### src/rtl/mem_access_ctrl_pkg.sv
// Shared load/store control codes and decode helpers for the M-stage memory access path.
// The op codes match the ALU control values driven by the pipeline decode stage.
package mem_access_ctrl_pkg;

    localparam logic [5:0] OP_LB  = 6'h20;
    localparam logic [5:0] OP_LH  = 6'h21;
    localparam logic [5:0] OP_LW  = 6'h23;
    localparam logic [5:0] OP_LBU = 6'h24;
    localparam logic [5:0] OP_LHU = 6'h25;
    localparam logic [5:0] OP_SB  = 6'h28;
    localparam logic [5:0] OP_SH  = 6'h29;
    localparam logic [5:0] OP_SW  = 6'h2B;

    typedef enum logic [1:0] {
        SIZE_BYTE = 2'd0,
        SIZE_HALF = 2'd1,
        SIZE_WORD = 2'd2
    } memSize_e;

    function automatic logic opIsValid(input logic [5:0] op);
        case (op)
            OP_LB, OP_LBU, OP_LH, OP_LHU, OP_LW, OP_SB, OP_SH, OP_SW: return 1'b1;
            default: return 1'b0;
        endcase
    endfunction

    function automatic logic opIsStore(input logic [5:0] op);
        case (op)
            OP_SB, OP_SH, OP_SW: return 1'b1;
            default: return 1'b0;
        endcase
    endfunction

    function automatic logic opIsSigned(input logic [5:0] op);
        case (op)
            OP_LB, OP_LH: return 1'b1;
            default: return 1'b0;
        endcase
    endfunction

    function automatic memSize_e opSize(input logic [5:0] op);
        case (op)
            OP_LB, OP_LBU, OP_SB: return SIZE_BYTE;
            OP_LH, OP_LHU, OP_SH: return SIZE_HALF;
            default: return SIZE_WORD;
        endcase
    endfunction

    function automatic logic isAligned(input memSize_e size, input logic [1:0] offset);
        case (size)
            SIZE_BYTE: return 1'b1;
            SIZE_HALF: return ~offset[0];
            default:   return (offset == 2'b00);
        endcase
    endfunction

    function automatic logic [3:0] storeStrobe(input memSize_e size, input logic [1:0] offset);
        case (size)
            SIZE_BYTE: return 4'b0001 << offset;
            SIZE_HALF: return offset[1] ? 4'b1100 : 4'b0011;
            default:   return 4'b1111;
        endcase
    endfunction

endpackage

### src/rtl/mem_access_ctrl_load_ext.sv
// Selects the addressed byte/half of a bus read word and sign- or zero-extends it.
module mem_load_ext
    import mem_access_ctrl_pkg::*;
(
    input  logic [5:0]  op,
    input  logic [1:0]  offset,
    input  logic [31:0] rdata,
    output logic [31:0] data
);

    logic [7:0]  byteSel;
    logic [15:0] halfSel;
    logic        signedOp;
    memSize_e    size;

    assign signedOp = opIsSigned(op);
    assign size     = opSize(op);

    always_comb begin
        byteSel = rdata[7:0];
        case (offset)
            2'd0: byteSel = rdata[7:0];
            2'd1: byteSel = rdata[15:8];
            2'd2: byteSel = rdata[23:16];
            2'd3: byteSel = rdata[31:24];
            default: byteSel = rdata[7:0];
        endcase
    end

    assign halfSel = offset[1] ? rdata[31:16] : rdata[15:0];

    always_comb begin
        data = rdata;
        case (size)
            SIZE_BYTE: data = signedOp ? {{24{byteSel[7]}}, byteSel} : {24'b0, byteSel};
            SIZE_HALF: data = signedOp ? {{16{halfSel[15]}}, halfSel} : {16'b0, halfSel};
            default:   data = rdata;
        endcase
    end

endmodule

### src/rtl/mem_access_ctrl.sv
// M-stage data memory access controller: launches one bus transaction per load/store,
// stalls the pipeline until it finishes, and returns the extended load result.
//
// state | meaning
// IDLE  | no transaction; a valid aligned, unflushed memory op launches this cycle
// ADDR  | data_req high with latched fields, waiting for data_addr_ok
// DATA  | address accepted, waiting for data_data_ok
// DONE  | result available; held while the pipeline is stalled elsewhere
module mem_access_ctrl
    import mem_access_ctrl_pkg::*;
(
    input  logic        clk,
    input  logic        rst,
    input  logic        memenM,
    input  logic [5:0]  alucontrolM,
    input  logic [31:0] addrM,
    input  logic [31:0] writedata2M,
    input  logic        flushM,
    input  logic        stallM_in,
    output logic        stallreqM,
    output logic [31:0] readdataM,
    output logic        adelM,
    output logic        adesM,
    output logic        data_req,
    output logic        data_wr,
    output logic [1:0]  data_size,
    output logic [31:0] data_addr,
    output logic [31:0] data_wdata,
    output logic [3:0]  data_wstrb,
    input  logic        data_addr_ok,
    input  logic        data_data_ok,
    input  logic [31:0] data_rdata
);

    localparam logic [1:0] IDLE = 2'd0;
    localparam logic [1:0] ADDR = 2'd1;
    localparam logic [1:0] DATA = 2'd2;
    localparam logic [1:0] DONE = 2'd3;

    logic [1:0]  state, stateNext;
    logic [5:0]  opReg;
    logic [1:0]  offReg;
    logic        flushPend;
    logic        flushNow;
    logic        reqValid, aligned, launch, complete;
    logic        storeM;
    memSize_e    sizeM;
    logic [31:0] extData;

    assign storeM   = opIsStore(alucontrolM);
    assign sizeM    = opSize(alucontrolM);
    assign aligned  = isAligned(sizeM, addrM[1:0]);

    // Errors and launches are only meaningful for the instruction seen while IDLE.
    assign reqValid = (state == IDLE) & memenM & ~flushM & opIsValid(alucontrolM) & ~rst;
    assign launch   = reqValid & aligned;
    assign adelM    = reqValid & ~aligned & ~storeM;
    assign adesM    = reqValid & ~aligned & storeM;

    assign stallreqM = launch | (state == ADDR) | (state == DATA);
    assign data_req  = (state == ADDR);

    assign flushNow = flushPend | flushM;
    assign complete = ((state == ADDR) & data_addr_ok & data_data_ok)
                    | ((state == DATA) & data_data_ok);

    always_comb begin
        stateNext = state;
        case (state)
            IDLE: if (launch) stateNext = ADDR;
            ADDR: begin
                if (data_addr_ok) begin
                    if (data_data_ok) stateNext = flushNow ? IDLE : DONE;
                    else              stateNext = DATA;
                end
            end
            DATA: if (data_data_ok) stateNext = flushNow ? IDLE : DONE;
            DONE: if (!stallM_in) stateNext = IDLE;
            default: stateNext = IDLE;
        endcase
    end

    mem_load_ext uLoadExt (
        .op     (opReg),
        .offset (offReg),
        .rdata  (data_rdata),
        .data   (extData)
    );

    always_ff @(posedge clk) begin
        if (rst) begin
            state      <= IDLE;
            opReg      <= 6'd0;
            offReg     <= 2'd0;
            flushPend  <= 1'b0;
            readdataM  <= 32'd0;
            data_wr    <= 1'b0;
            data_size  <= 2'd0;
            data_addr  <= 32'd0;
            data_wdata <= 32'd0;
            data_wstrb <= 4'd0;
        end else begin
            state <= stateNext;
            if (launch) begin
                opReg      <= alucontrolM;
                offReg     <= addrM[1:0];
                flushPend  <= 1'b0;
                data_wr    <= storeM;
                data_size  <= sizeM;
                data_addr  <= addrM;
                data_wdata <= writedata2M;
                data_wstrb <= storeM ? storeStrobe(sizeM, addrM[1:0]) : 4'b0000;
            end
            // A squash mid-transaction must outlive the flush pulse until data returns.
            if ((state == ADDR || state == DATA) && flushM)
                flushPend <= 1'b1;
            if (complete && !data_wr && !flushNow)
                readdataM <= extData;
        end
    end

endmodule

### config.mk
export PLATFORM = sky130hd
export DESIGN_NAME = mem_access_ctrl
export DESIGN_NICKNAME = d
export VERILOG_FILES = /design/src/rtl/mem_access_ctrl_pkg.sv /design/src/rtl/mem_access_ctrl_load_ext.sv /design/src/rtl/mem_access_ctrl.sv
export SDC_FILE = /design/constraint.sdc
export NUM_CORES = 1
export LEC_CHECK = 0
export CAP_MARGIN = 0
export CORE_MARGIN = 2
export CORE_UTILIZATION = 35
export DETAILED_ROUTE_END_ITERATION = 10
export GPL_TIMING_DRIVEN = 1
export PLACE_DENSITY = 0.69
export SETUP_SLACK_MARGIN = 0.4
export SYNTH_ARGS = -nofsm -noshare
export SYNTH_HDL_FRONTEND = slang
export SYNTH_SLANG_ARGS = --single-unit
### constraint.sdc
create_clock -name clk -period 2 [get_ports clk]
set_input_delay 0.3 -clock clk [delete_from_list [all_inputs] [get_ports clk]]
set_output_delay 0.3 -clock clk [all_outputs]
set_load 0.1 [all_outputs]
Word-level counts from Yosys, hierarchy flattened:

Cells that the tools add are included.

* bits in registers: 114
* bits of input ports: 109
* word-level logic and storage cells: 100

* eq/ne operators: 26
* shift operators: 1
* multiplexer cells: 23
* bitwise operators: 20
* reductions and logical operators: 20

Operators by type and width (count)
* 6-bit == test (second input constant): 14
* 32-bit two-way mux: 2
* 32-bit one-hot mux with 2 select lines: 1
* 8-bit one-hot mux with 4 select lines: 1
* 16-bit two-way mux: 1
* 3-bit OR reduction: 5
* 2-bit two-way mux: 6
* 1-bit bitwise AND: 11
* 2-bit logical NOT: 5
* 2-bit by 1-bit == test with 1-bit output (second input constant): 4
* 2-bit == test (second input constant): 4
* 4-bit two-way mux: 2
* 2-bit one-hot mux with 2 select lines: 2
* 2-bit one-hot mux with 4 select lines: 1
* 4-bit one-hot mux with 2 select lines: 1
* 8-bit OR reduction: 1
* 2-bit != test (second input constant): 3
* 1-bit two-way mux: 5
* 1-bit inverter: 5
* 1-bit bitwise OR: 4
* 4-bit AND reduction: 1
* 1-bit by 2-bit left shift with 4-bit output (first input constant): 1
* 1-bit logical AND: 3
* 1-bit logical NOT: 2
* 5 further kinds: 5

Logic depth before layout (Yosys ltp):

* depth after elaboration: 8
* depth in mapped cells: 9
* mapped depth without buffers: 7

By module:

A second synthesis with hierarchy kept.

* cell total of the unflattened synthesis: 617
* area, all modules: 4817.1 sq um

By module, submodules not included
* mem_access_ctrl: instances 1, cells each 528, area each 4189.0 sq um, sequential area each 2242.2 sq um
* mem_load_ext: instances 1, cells each 89, area each 628.1 sq um, sequential area each 0.0 sq um

Least setup slack after synthesis:

No wires, ideal clock.

* path kind: reg-to-output
* from: reg state[0]
* to: out adesM
* arrival: 2.486 ns
* required time: 1.700 ns
* slack: -0.786 ns
* cell stages (with the launch flop): 7
* buffers on the path: 0
* path through: dfxtp_1 > inv_1 > ha_1 > and4bb_2 > o211ai_1 > a21oi_1 > nor2b_1

* cells in the longest elaborated chain, start to end: 7

RTL lines
* start: declaration: RTL line mem_access_ctrl.sv:40 `logic [1:0] state, stateNext;`
* start signal: assignment: RTL line mem_access_ctrl.sv:103 `state <= stateNext;`
* 2-bit logical NOT: RTL line mem_access_ctrl.sv:55 `assign reqValid = (state == IDLE) & memenM & ~flushM & opIsValid(alucontrolM) & ~rst;`
* 1-bit bitwise AND (4 in series): RTL line mem_access_ctrl.sv:55
* 1-bit bitwise AND (2 in series): RTL line mem_access_ctrl.sv:58 `assign adesM = reqValid & ~aligned & storeM;`
* end: declaration: RTL line mem_access_ctrl.sv:23 `output logic adesM,`

No other way between the ends.

Worst setup path in the final report:

* from: reg state[1]
* to: reg readdataM[4]

* cells in the longest elaborated chain, start to end: 6

RTL lines
* 2-bit by 1-bit == test with 1-bit output: RTL line mem_access_ctrl.sv:64 `assign complete = ((state == ADDR) & data_addr_ok & data_data_ok)`
* 1-bit bitwise AND (2 in series): RTL line mem_access_ctrl.sv:64
* 1-bit bitwise OR (*): RTL line mem_access_ctrl.sv:65 `| ((state == DATA) & data_data_ok);`
* 1-bit logical AND (*) (2 in series): RTL line mem_access_ctrl.sv:117 `if (complete && !data_wr && !flushNow)`
* end signal: assignment: RTL line mem_access_ctrl.sv:118 `readdataM <= extData;`
* end: declaration: RTL line mem_access_ctrl.sv:21 `output logic [31:0] readdataM,`

Every way passes the cells marked *; elsewhere a longest branch is shown, timed or not.
A chain may end at the register's enable or synchronous reset.

==> results_dict.tcl <==
set metrics [dict create \
    synth.largest_area_cell "dfxtp_1" \
    muxShareOfSynthArea 0.04477 \
    setup_viol 29 \
    worst_pin_slew_ns 1.016 \
    grtUsageTotal 0.2494 \
    placed_area_um2 7318 \
    dieArea_um2 14770 \
    met1_usage 0.2857 \
    core-area_um2 13350 \
    synth_area_leaders "dfxtp_1 46%, nand2_1 13%, a21oi_1 10%, a211oi_1 4.8%, nor2_1 3.4%" \
    worst_slew_margin_rel 0.3154 \
    finalHoldViolCount 0 \
    arrival_ns 2.33 \
    nNetsFinal 989 \
    ant_nets 0 \
    violations "setup timing" \
    post-route-util 0.7173 \
    hold_path.startpoint "flushM" \
    synth_top_area_frac 0.4638 \
    synth_ff_type "dfxtp_1" \
    cts_buffer_depth 2 \
    combPwrFrac 0.137 \
    crit_path_max_fanout 5 \
    htreeDepth 3 \
    wl_per_cell_um 19.06 \
    rsz0062_at_grt "true" \
    critPathRequiredTime_ns 2.22 \
    drv_cap 0 \
    num_vias 5531 \
    hold_buffers 0 \
    ir_worst_vdd_mv 0.3268 \
    reg2reg_to "readdataM[4]" \
    wl_mm 20.10 \
    period_needed_ns 2.111 \
    synthSimpleGateAreaFrac 0.2197 \
    maxSlewViolCount 0 \
    min_to "flushPend" \
    multi_input_area_um2 3448 \
    initial_core_util 0.3622 \
    power.share.clock 0.382 \
    grt_max_degree 115 \
    area_growth_pct 98.03 \
    numCtsBuffers 9 \
    switchingPower_uw 1167 \
    hp-class "input pin to flop" \
    syn_inst 603 \
    status "complete, but fails checks" \
    skew_ns 0.008058 \
    synth_fa_ha_area_frac 0.01294 \
    grt_pass1_vias 5407 \
    n_antenna_cell 0 \
    synth.avg_cell_area_um2 8.018 \
    die_h_um 121.5 \
    synth.distinct_cells 48 \
    synth_top_family_by_area "simple AND/OR/NAND/NOR gates" \
    drive_above_1_share 0.5119 \
    p_sw_frac 0.2505 \
    synth_enable_flop_cells 0 \
    r2r_start "state[1]" \
    drt_iter0_drc 326 \
    clock_latency_ns 0.36 \
    power_density_nw_per_um2 486.7 \
    cp-end-kind "flop" \
    place.gp.congestion 0.8874 \
    grt_first_pass_wirelength_mm 28.42 \
    dp.cells 987 \
    p_int_uw 3492 \
    place_ws_ns -0.2924 \
    gr-total-overflow 0 \
    syn_nets 717 \
    ys_seq_area_frac 0.4638 \
    path_class "flop to flop" \
    ff_latch_area_um2 2257 \
    fin_area_um2 9574 \
    cts_tree "yes" \
    hpwl_mm 11.22 \
    whs_path_depth 4 \
    post_synth_instance_area_um2 4835 \
    met3_usage 0.07397 \
    synth-seq-cells 112 \
    drtPass1Iterations 4 \
    finalCritPeriodShare 1.055 \
    grt_use_met2 0.4379 \
    synth_warnings 0 \
    whs_ns 0.4597 \
    fillers 944 \
    drc_errors 0 \
    sequentialPowerShare 0.481 \
    synthXorXnorAreaFrac 0 \
    fmaxAchievable_ghz 0.4738 \
    fp.dieW_um 121.5 \
    rows 42 \
    clkSinkCount 112 \
    io_pins 216 \
    startpoint_type "flop" \
    leakagePower_uw 0.003784 \
    regToRegSetupSlack_ns -0.11 \
    synth_compound_area_frac 0.2045 \
    async_reset_ff_frac 0 \
    cts.clk_slew.worst_paths_ns 0.07 \
    viasPerCell 5.243 \
    port_buffers 215 \
    busiest_layer "met2" \
    cts_root_buf "clkbuf_16" \
    stdcell_count 1055 \
    r2r_cells 10 \
    grt_antenna_before_repair 0 \
    timing.final.ws_setup_ns -0.1108 \
]
[area by class of cell]
cell class | instances | share of cell area
clock buffer | 13 | 0.02836
clock inverter | 2 | 0.001176
inverter | 6 | 0.002875
multi-input combinational | 435 | 0.3602
sequential | 112 | 0.2358
tap | 176 | 0.02300
timing repair buffer | 311 | 0.3487
[timing repair]
item,4_1_cts,5_1_grt
gates cloned,15,8
pin swaps,43,54
endpoints found under the setup margin,115,116
endpoints found under the hold margin,0,0
setup buffers,22,8
gates resized for setup,179,137
[cells in the mapped netlist, types with 2 or more instances]
library cell  count
o2111ai_1         2
nor3b_2           2
a21oi_1         101
o21ai_0           5
a221oi_1          5
nand2b_1          2
a211oi_1         31
dfxtp_1         112
mux2_2            3
mux2i_1          16
nand3b_1          2
nand2_1         165
inv_1             6
a31oi_1           3
ha_1              5
buf_4             8
nor4_1            2
clkbuf_1         29
buf_2            12
nor3_1           14
o22ai_1           3
nor2_1           44
nor2b_1           4
and2_1            3
[registers in the layout, summed over array words and instances (netlist names)]
signal      cells
opReg           6
data_wr         1
data_wdata     32
state           2
data_size       2
data_addr      32
readdataM      32
data_wstrb      4
flushPend       1
[per-stage QoR]
stage	total power (µW)	TNS [ns]
5_1_grt	4796	-5.718
3_5_place_dp	2806	-21.16
4_1_cts	4618	-0.4137
2_1_floorplan	2492	0
3_3_place_gp	2802	-17.10
6_report	4659	-1.934
[routing by layer]
layer | routed length (µm) | vias to the layer above | share of wire
met5 | 0 | - | 0
li1 | - | 2616 | -
met2 | 10080 | 250 | 0.50
met1 | 7697 | 2619 | 0.38
met3 | 1772 | 46 | 0.088
met4 | 556 | 0 | 0.028
[layout by cell type, fill, tap and decap left out, types with 3 or more instances in the layout]
cell	synthesis	routed
buf_16	0	15
mux2_2	3	3
buf_6	1	21
buf_12	0	15
inv_4	0	3
nor3_2	0	3
mux2i_1	16	16
nand2_2	0	37
nor3b_2	2	3
a211oi_1	31	17
clkbuf_16	0	15
nand2_1	165	80
nor3_1	14	11
nor2_1	44	41
buf_8	0	11
inv_1	6	4
a211oi_2	0	13
dfxtp_4	0	4
nor2b_1	4	3
a21oi_2	0	83
nand2_4	0	47
o21ai_1	1	3
a21oi_1	101	9
o21ai_0	5	3
clkdlybuf4s50_1	0	106
ha_1	5	3
o22ai_1	3	3
a31oi_1	3	3
a221oi_2	0	5
buf_4	8	137
a21oi_4	0	9
dfxtp_1	112	108
[worst max-delay path by stage]
stage	from	end	slack, ns
after floorplan	state[1]	readdataM[15]	0.03
after global placement	flushM	state[0]	-0.24
after detailed placement	flushM	state[0]	-0.29
after CTS	state[0]	adesM	-0.11
after global routing	state[0]	adesM	-0.19
final	state[1]	readdataM[4]	-0.11
[kinds of logic after synthesis]
| kind of cell | count (synthesis) |
|---|---|
| flip-flops | 112 |
| AO/OA/AOI/OAI | 161 |
| adder cells (fa/ha/maj) | 5 |
| AND/OR/NAND/NOR | 249 |
| multiplexers | 20 |
| buffers and inverters | 56 |
[power by group through the flow]
stage               registers (µW)  logic [µW]  clock network (µW)
floorplan                     2360         131                   0
global placement              2290         509                   0
detailed placement            2290         512                   0
CTS                           2240         584                1790
global route                  2240         664                1890
finish                        2240         637                1780
[critical path, stage by stage, from the launching register on]
cell,delay (ns)
dfxtp_4,0.36
inv_4,0.07
buf_4,0.10
buf_6,0.09
ha_4,0.16
a21oi_4,0.07
or4b_4,0.57
buf_8,0.18
buf_4,0.14
a221oi_2,0.16
nor3_1,0.07
Power figures use the tool's default switching activity.
